==> config.mk <==
export PLATFORM = sky130hd
export DESIGN_NAME = fpmult_round_stage
export DESIGN_NICKNAME = d
export VERILOG_FILES = /design/src/rtl/fpmult_round_stage.sv
export SDC_FILE = /design/constraint.sdc
export NUM_CORES = 1
export LEC_CHECK = 0
export ABC_AREA = 1
export CAP_MARGIN = 20
export CORE_ASPECT_RATIO = 1.25
export CORE_UTILIZATION = 40
export DETAILED_ROUTE_END_ITERATION = 10
export PLACE_DENSITY = 0.71
export SETUP_SLACK_MARGIN = 0.4
export SLEW_MARGIN = 10
export SYNTH_ARGS = -nofsm -noshare
export SYNTH_HDL_FRONTEND = slang
export SYNTH_SLANG_ARGS = --single-unit
export TNS_END_PERCENT = 10
==> constraint.sdc <==
create_clock -name clk -period 1.83 [get_ports clk]
set_clock_uncertainty 0.2 [all_clocks]
set_input_delay 0.2745 -clock clk [delete_from_list [all_inputs] [get_ports clk]]
set_output_delay 0.2745 -clock clk [all_outputs]
set_load 0.01 [all_outputs]
==> src/rtl/fpmult_round_stage.sv <==
// Round-to-nearest-even and IEEE packing stage of the FP multiplier.
// Two-deep valid/ready pipeline: stage 1 holds the rounded exponent and
// mantissa plus class bits, stage 2 holds the packed result and flags.
//
// Handshake: a beat moves across a boundary on the rising edge where its
// valid and the downstream ready are both high. The valid and payload of a
// beat stay unchanged until it is taken. in_ready depends combinationally on
// out_ready and on nothing else from the input side.
module fpmult_round_stage #(
  parameter int EXPONENT = 5,
  parameter int MANTISSA = 10
) (
  input  logic                         clk,
  input  logic                         rst,
  input  logic                         in_valid,
  output logic                         in_ready,
  input  logic                         in_sign,
  input  logic [EXPONENT-1:0]          in_round_e,
  input  logic [EXPONENT-1:0]          in_round_ep,
  input  logic [MANTISSA-1:0]          in_round_m,
  input  logic [MANTISSA-1:0]          in_round_mp,
  input  logic [2:0]                   in_grs,
  input  logic                         in_nan,
  input  logic                         in_inf,
  input  logic                         in_zero,
  input  logic                         in_ovf,
  input  logic                         in_unf,
  output logic                         out_valid,
  input  logic                         out_ready,
  output logic [EXPONENT+MANTISSA:0]   out_z,
  output logic [4:0]                   out_flags
);

  localparam int W = EXPONENT + MANTISSA + 1;

  // Canonical quiet NaN: exponent all ones, top mantissa bit set.
  localparam logic [W-1:0] NAN_Z = {1'b0, {EXPONENT{1'b1}}, 1'b1, {(MANTISSA-1){1'b0}}};

  // Flag vector layout {invalid, overflow, underflow, inexact, zero}.
  localparam logic [4:0] FLG_INVALID = 5'b10000;
  localparam logic [4:0] FLG_OVF     = 5'b01010;
  localparam logic [4:0] FLG_UNF     = 5'b00111;
  localparam logic [4:0] FLG_ZERO    = 5'b00001;

  // Stage 1 state.
  logic                s1_valid_q, s1_valid_d;
  logic                s1_sign_q;
  logic [EXPONENT-1:0] s1_exp_q;
  logic [MANTISSA-1:0] s1_mant_q;
  logic                s1_inexact_q;
  logic                s1_nan_q, s1_inf_q, s1_zero_q, s1_unf_q, s1_eovf_q;

  // Stage 2 state (drives the outputs directly).
  logic                s2_valid_q, s2_valid_d;
  logic [W-1:0]        z_q, z_d;
  logic [4:0]          flags_q, flags_d;

  // Rounding decision and candidate selection.
  logic                round_up;
  logic                carry;
  logic [EXPONENT-1:0] sel_exp;
  logic [MANTISSA-1:0] sel_mant;

  logic                advance;
  logic                accept;

  // Round-to-nearest-even: pick the incremented candidates when rounding up,
  // and the incremented exponent only when the mantissa wraps.
  always_comb begin
    round_up = in_grs[2] & (in_grs[1] | in_grs[0] | in_round_m[0]);
    carry    = round_up & (&in_round_m);
    sel_mant = round_up ? in_round_mp : in_round_m;
    sel_exp  = carry ? in_round_ep : in_round_e;
  end

  // Pipeline control: stage 2 drains or is empty, stage 1 follows it.
  always_comb begin
    advance    = !s2_valid_q | out_ready;
    in_ready   = !s1_valid_q | advance;
    accept     = in_valid & in_ready;
    s1_valid_d = accept ? 1'b1 : (advance ? 1'b0 : s1_valid_q);
    s2_valid_d = advance ? s1_valid_q : s2_valid_q;
  end

  // Exception and range handling in priority order.
  always_comb begin
    z_d     = {s1_sign_q, s1_exp_q, s1_mant_q};
    flags_d = {3'b000, s1_inexact_q, 1'b0};
    if (s1_nan_q) begin
      z_d     = NAN_Z;
      flags_d = FLG_INVALID;
    end else if (s1_inf_q) begin
      z_d     = {s1_sign_q, {EXPONENT{1'b1}}, {MANTISSA{1'b0}}};
      flags_d = 5'b00000;
    end else if (s1_zero_q) begin
      z_d     = {s1_sign_q, {(W-1){1'b0}}};
      flags_d = FLG_ZERO;
    end else if (s1_eovf_q) begin
      z_d     = {s1_sign_q, {EXPONENT{1'b1}}, {MANTISSA{1'b0}}};
      flags_d = FLG_OVF;
    end else if (s1_unf_q) begin
      // No subnormals: underflow always flushes to a signed zero.
      z_d     = {s1_sign_q, {(W-1){1'b0}}};
      flags_d = FLG_UNF;
    end
  end

  // Stage 1 register: captures the rounded fields on accept.
  always_ff @(posedge clk or negedge rst) begin
    if (!rst) begin
      s1_valid_q   <= 1'b0;
      s1_sign_q    <= 1'b0;
      s1_exp_q     <= '0;
      s1_mant_q    <= '0;
      s1_inexact_q <= 1'b0;
      s1_nan_q     <= 1'b0;
      s1_inf_q     <= 1'b0;
      s1_zero_q    <= 1'b0;
      s1_unf_q     <= 1'b0;
      s1_eovf_q    <= 1'b0;
    end else begin
      s1_valid_q <= s1_valid_d;
      if (accept) begin
        s1_sign_q    <= in_sign;
        s1_exp_q     <= sel_exp;
        s1_mant_q    <= sel_mant;
        s1_inexact_q <= |in_grs;
        s1_nan_q     <= in_nan;
        s1_inf_q     <= in_inf;
        s1_zero_q    <= in_zero;
        s1_unf_q     <= in_unf;
        s1_eovf_q    <= in_ovf | (&sel_exp);
      end
    end
  end

  // Stage 2 register: packed result, held while the consumer stalls.
  always_ff @(posedge clk or negedge rst) begin
    if (!rst) begin
      s2_valid_q <= 1'b0;
      z_q        <= '0;
      flags_q    <= '0;
    end else begin
      s2_valid_q <= s2_valid_d;
      if (advance && s1_valid_q) begin
        z_q     <= z_d;
        flags_q <= flags_d;
      end
    end
  end

  assign out_valid = s2_valid_q;
  assign out_z     = z_q;
  assign out_flags = flags_q;

endmodule

==> results of run 1 <==
## repair_timing
item                                    CTS  global route
resized for setup                        59            37
pin swaps                                16            14
buffers inserted                          1             6
endpoints found under the setup margin   63            65
hold endpoints to repair                 19             0
hold buffers                              1             0
## final cells by class
class                           instances  area, um2  share of cell area [%]
Clock buffer                            7       86.3                    2.72
Inverter                               24       93.8                    2.95
Tap cell                               60       75.1                    2.36
Sequential cell                        45       1130                    35.5
Multi-Input combinational cell        151        860                    27.0
Timing Repair Buffer                   95        906                    28.5
Clock inverter                          1       30.0                   0.945
## worst register-to-register path: cells and delay by family (launching register included)
kind            cells  cell delay [ps]
simple gates        5              640
flops               1              410
buf+inv             2              110
compound gates      1              110
## how the worst max path moves through the flow
stage	from	to	slack, ps	cells past startpoint
global placement	in_round_m[0]	s1_eovf_q$_DFFE_PN0P_	-100	10
CTS	out_ready	out_flags[3]$_DFFE_PN0P_	240	10
detailed placement	in_round_m[0]	s1_eovf_q$_DFFE_PN0P_	-160	11
floorplan	out_valid$_DFFE_PN0P_	out_flags[1]$_DFFE_PN0P_	300	8
finish	s1_valid_q$_DFFE_PN0P_	in_ready	280	2
global route	out_valid$_DFFE_PN0P_	out_flags[3]$_DFFE_PN0P_	220	8
## routing by layer
layer	wire length (um)	GRT usage [%]	share of wire, %	up-vias
li1	-	-	-	936
met4	78	6.00	1.7	0
met5	0	0	0	-
met1	2080	22.7	45	859
met3	178	3.55	3.8	8
met2	2290	31.4	50	45
## power by group
part	total [mW]	internal (mW)	switching, mW
combinational	0.748	0.380	0.368
clock	0.759	0.445	0.314
sequential	1.25	1.15	0.0929
total	2.75	1.98	0.775
## cells in the final DEF (no fill, tap or decap), drive strengths merged, types with 10 or more instances in the layout
master	Yosys	layout
nand2	49	49
dfrtp	45	45
nor2	32	32
o21ai	31	31
buf	4	30
clkdlybuf4s50	0	27
inv	23	22
dlygate4sd2	0	20
clkdlybuf4s15	0	13
nand3	10	10
## kinds of logic after synthesis
kind of cell	count (synthesis)	share of synthesized area, %
simple gates	96	21.2
buf+inv	30	5.99
compound gates	55	16.0
flops	45	56.8
## flip-flops by register name (all words and copies together), names as in the netlist
register and cells:
out_flags 5, out_valid 1, out_z 16, s1_eovf_q 1, s1_exp_q 5, s1_inexact_q 1, s1_inf_q 1, s1_mant_q 10
s1_nan_q 1, s1_sign_q 1, s1_unf_q 1, s1_valid_q 1, s1_zero_q 1
==> key figures, run 1 <==
Status
  – Outcome: complete, no violations

Clock tree
  – Worst-path clk slew: 80 ps
  – Max Root-Sink Buffers: 2
  – Clock root buffer: clkbuf_8
  – H-tree depth: 2
  – TritonCTS clock tree: yes
  – # clock sinks: 45
  – Worst-Skew Late Latency: 290 ps
  – Inserted Clock Buffers: 5

Pwr
  – Max VDD drop: 0.372 mV
  – Final Power: 2.75 mW
  – Leakage power: 1.48 nW
  – Pwr Density: 867 mW/mm2

Flow run
  – MaxCap Viol Count: 0

STA
  – Slew Viols, Final: 0
  – Slew @ Worst Pin: 450 ps
  – Max Fclk: 645 MHz
  – TNS Setup: 0 ps
  – Fin. Hold Viols: 0
  – Tcrit/Tclk final: 84.7%
  – RSZ-0062 raised after global routing: true
  – WHS: 122 ps
  – Minimum clock period: 1550 ps
  – PnR worst setup slack: 281 ps
  – Max_slew headroom: 70.0%
  – Final setup viols: 0

Worst hold path
  – Worst Hold Class: in2reg
  – Hold path startpoint: in_round_m[1]
  – Hold path depth: 3
  – Worst hold endpoint: s1_mant_q[1]$_DFFE_PN0P_

Global route
  – Vias in the first global route: 1672
  – First-pass GRT wire length: 7290 um
  – Total gr overflow: 0
  – Total GRT Usage: 18.2%
  – Initial antenna violation count: 0
  – Pin count of the biggest net entering global routing: 27

Critical path
  – CP peak stage delay: 420 ps
  – Worst reg-to-reg path cell count: 8
  – Slowest CP cell: dfrtp_1
  – Buffers and inverters on the worst path: 1
  – Crit path capture type: output port
  – CP Class: reg2out
  – Worst r2r dst: out_flags[3]$_DFFE_PN0P_
  – Worst Path Arrival: 1070 ps
  – R2r startpoint: out_valid$_DFFE_PN0P_
  – WP data required: 1360 ps
  – CP Launch Type: flop
  – CP cell instances: nand3_2, clkdlybuf4s15_2
  – R2r setup slk: 300 ps
  – Top delay family on crit path: flip-flops
  – Largest fanout on the critical path: 3

Detailed routing
  – Initial drt markers: 98
  – DRT Pass-1 Iters: 4
  – Total Routed Length: 4630 um
  – Post-route DRC violation count: 0
  – Vias post-DR: 1848
  – Avg Vias per Cell: 4.83
  – Final ANT Viol Nets: 0
  – WL/cell: 12.1 um

Floorplanning
  – Core Rows: 28
  – Die area: 0.00525 mm2
  – Die X: 65.0 um
  – Io pins: 66
  – Die Y: 80.7 um
  – Core area: 0.00476 mm2
  – Initial cell density of the core: 41.6%

Placed design
  – GPL Wtd Cong: 0.775
  – # port buffers: 65
  – Place WS: -163 ps
  – Placed Cells: 367
  – Post-detail-place hpwl: 3490 um
  – Post-DP Area: 0.00288 mm2

Layout
  – Layout fillers: 406
  – Finished layout cell area: 0.00318 mm2
  – Area growth syn-to-layout: 60.3%
  – Post-Route Utilization: 66.7%
  – Antenna diode count: 0
  – Share of cells above drive strength 1: 26.6%
  – Final nets: 365
  – Cell Count, Final, Fillers Out: 383

Synthesis
  – Post-synth EDFFs: 0
  – Post-synth top cells: 46 x nand2_1, 45 x dfrtp_1, 29 x nor2_1, 28 x o21ai_0, 20 x inv_1
  – Ys async rst share: 100%
  – Yosys cell types: 26
  – Syn Nets: 269
  – Post-synthesis sequential area ratio: 56.8%
  – Main synth FF type: dfrtp_1
  – Mapped Avg Cell Area: 8.78 um2
  – Area leader, netlist: dfrtp_1
  – Flops & latches, synth: 45
  – Most common cell in the netlist: nand2_1
  – Synthesized area: 0.00198 mm2
  – Cells after Synth: 226
  – Synth top area cells: dfrtp_1 57%, nand2_1 8.7%, o21ai_0 7.1%
  – Yosys top cell area share: 56.8%
  – Yosys warnings: 0
No activity file was read; power rests on OpenSTA's default activity.
==> inputs of run 2 (changes only) <==
Settings changed: PLACE_DENSITY 0.71 to 0.74.
Clock period 1.83 ns to 1.4 ns, I/O delays scaled along.
==> run 2 against run 1 <==
Critical path depth increased by 8. Via count grew 5.1%. First-iteration DRC count is 6.1% higher. Cell area fell by 2.1%. Power increased by 23%. The run now ends with negative setup slack left. Die area unchanged. Register-to-register slack got worse by 450 ps. Global-route usage increased by 1.6 points. Sequential cell count unchanged.
==> key figures, run 2 (same netlist as run 1, synthesis figures left out) <==
Critical path
  – Crit path capture type: flop
  – R2r setup slk: -150 ps (-450 ps)
  – CP peak stage delay: 470 ps (+50 ps)
  – CP Launch Type: primary input
  – Largest fanout on the critical path: 3 (unchanged)
  – CP most frequent cell: inv_2
  – WP data required: 1420 ps (+60 ps)
  – Slowest CP cell: clkdlybuf4s50_1
  – CP cell instances: clkdlybuf4s50_1, inv_2, nand2_2, nand2_4, nor2_4, inv_2, nor2_4, inv_2, or2_4, o21ai_2
  – CP Class: in2reg
  – Worst Path Arrival: 1580 ps (+510 ps)

STA
  – RSZ-0062 raised after global routing: true
  – Max_slew headroom: 79.7% (+9.7 points)
  – Slew @ Worst Pin: 303 ps (-147 ps)
  – PnR worst setup slack: -159 ps (-439 ps)
  – Fin. Hold Viols: 0 (unchanged)
  – WHS: 133 ps (+11.3 ps)
  – Max Fclk: 642 MHz
  – Slew Viols, Final: 0 (unchanged)
  – Final setup viols: 21 (+21)
  – Minimum clock period: 1560 ps
  – Tcrit/Tclk final: 111%

Pwr
  – Switching Fraction: 29.9% (+1.7 points)
  – Pwr Density: 1090 mW/mm2 (+26%)
  – Max VDD drop: 0.472 mV (+27%)
  – Internal power: 2.38 mW (+20%)
  – Sw power: 1.01 mW (+31%)
  – Clock share of power: 23.2% (-4.4 points)
  – Reg power frac: 47.8% (+2.5 points)
  – Combinational Power Share: 29.0% (+1.9 points)
  – Leakage power: 1.47 nW (-0.98%)

Floorplanning
  – Die Y: 80.7 um (unchanged)
  – Core Rows: 28 (unchanged)
  – Die X: 65.0 um (unchanged)
  – Die area: 0.00525 mm2 (unchanged)
  – Initial cell density of the core: 41.6% (unchanged)
  – Io pins: 66 (unchanged)
  – Core area: 0.00476 mm2 (unchanged)

Flow run
  – MaxCap Viol Count: 0 (unchanged)

Detailed routing
  – Vias post-DR: 1942 (+5.1%)
  – Total Routed Length: 5080 um (+9.7%)
  – Post-route DRC violation count: 0 (unchanged)
  – WL/cell: 13.1 um (+8.3%)
  – Final ANT Viol Nets: 0 (unchanged)
  – Initial drt markers: 104 (+6.1%)
  – Avg Vias per Cell: 5.01 (+3.7%)
  – DRT Pass-1 Iters: 4 (unchanged)

Clock tree
  – H-tree depth: 2 (unchanged)
  – Worst-Skew Late Latency: 290 ps (about the same)
  – Max Root-Sink Buffers: 2 (unchanged)
  – Clock root buffer: clkbuf_8
  – Worst-path clk slew: 80 ps (about the same)
  – TritonCTS clock tree: yes
  – Inserted Clock Buffers: 5 (unchanged)
  – # clock sinks: 45 (unchanged)

Global route
  – Initial antenna violation count: 0 (unchanged)
  – Vias in the first global route: 1760 (+5.3%)
  – First-pass GRT wire length: 7900 um (+8.4%)
  – Pin count of the biggest net entering global routing: 46 (+70%)
  – Total GRT Usage: 19.8% (+1.6 points)
  – Total gr overflow: 0 (unchanged)

Placed design
  – Post-detail-place hpwl: 3610 um (+3.5%)
  – Placed Cells: 372 (+1.4%)
  – # port buffers: 65 (unchanged)
  – GPL Wtd Cong: 0.794 (+2.5%)

Status
  – Violated checks: negative setup slack
  – Outcome: finished, violations left

Layout
  – Area growth syn-to-layout: 56.8%
  – Cell Count, Final, Fillers Out: 388 (+1.3%)
  – Most frequent cells in the layout: 45 x dfrtp_1, 35 x nand2_1, 28 x clkdlybuf4s50_1, 28 x buf_4, 23 x nor2_1
  – Antenna diode count: 0 (unchanged)
  – Commonest non-fill, non-tap cell in the layout: dfrtp_1
  – Share of cells above drive strength 1: 34.5% (+7.8 points)
  – Max reg flops: 16 (unchanged)
  – Final nets: 371 (+1.6%)

Worst hold path
  – Worst Hold Class: in2reg
[run 2: what timing repair did]
action	CTS	global route
hold endpoints to repair	45	0
setup endpoints to repair	68	68
resized for setup	128	31
setup buffers	4	4
pin swaps	18	21
hold buffers	1	0
[run 2: stage by stage]
step	total power [mW]	TNS, ps	setup WS (ps)	instance area, um2	util (%)
5_1_grt	3.60	-3780	-224	3110	65.3
6_report	3.40	-1700	-159	3110	65.3
3_5_place_dp	2.65	-15360	-513	2930	61.4
4_1_cts	3.36	-1340	-140	3020	63.4
3_3_place_gp	2.63	-14690	-457	2930	61.4
2_1_floorplan	2.05	-2010	-128	1980	-
[run 2: power groups by stage]
stage          clock network, mW  logic (mW)  registers [mW]
6_report                   0.787       0.986            1.62
5_1_grt                    0.858        1.09            1.65
4_1_cts                    0.808       0.932            1.62
3_5_place_dp                   0        1.00            1.65
3_3_place_gp                   0       0.989            1.64
2_1_floorplan                  0       0.367            1.68
[run 2: worst paths after layout]
| check | start | endpoint | cells past startpoint |
|---|---|---|---|
| min | in_grs[2] | s1_inexact_q$_DFFE_PN0P_ | 4 |
| max | out_ready | out_flags[2]$_DFFE_PN0P_ | 10 |
| min reg2reg | out_flags[3]$_DFFE_PN0P_ | out_flags[3]$_DFFE_PN0P_ | 2 |
| max reg2reg | out_valid$_DFFE_PN0P_ | out_flags[2]$_DFFE_PN0P_ | 8 |
| max in group asynchronous | rst | out_z[2]$_DFFE_PN0P_ | 3 |
| min in group asynchronous | rst | s1_sign_q$_DFFE_PN0P_ | 3 |
[run 2: final cells by class]
type | count | area [um2]
tap | 60 | 75.1
timing repair buffer | 101 | 863
inverter | 24 | 95.1
sequential | 45 | 1130
clock buffer | 7 | 86.3
fill | 393 | 1650
multi-input combinational | 151 | 865
[run 2: metal layers]
layer	track usage, %	vias up	wire length, um
li1	-	945	-
met1	24.1	933	2120
met2	34.5	53	2620
met3	2.41	11	220
met4	9.78	0	118
met5	0	-	0
[run 2: critical path: cells and delay by family]
family                 cells  cell delay [ps]
and+or+nand+nor            5              630
AOI/OAI and AO/OA          1              110
buffers and inverters      4              630
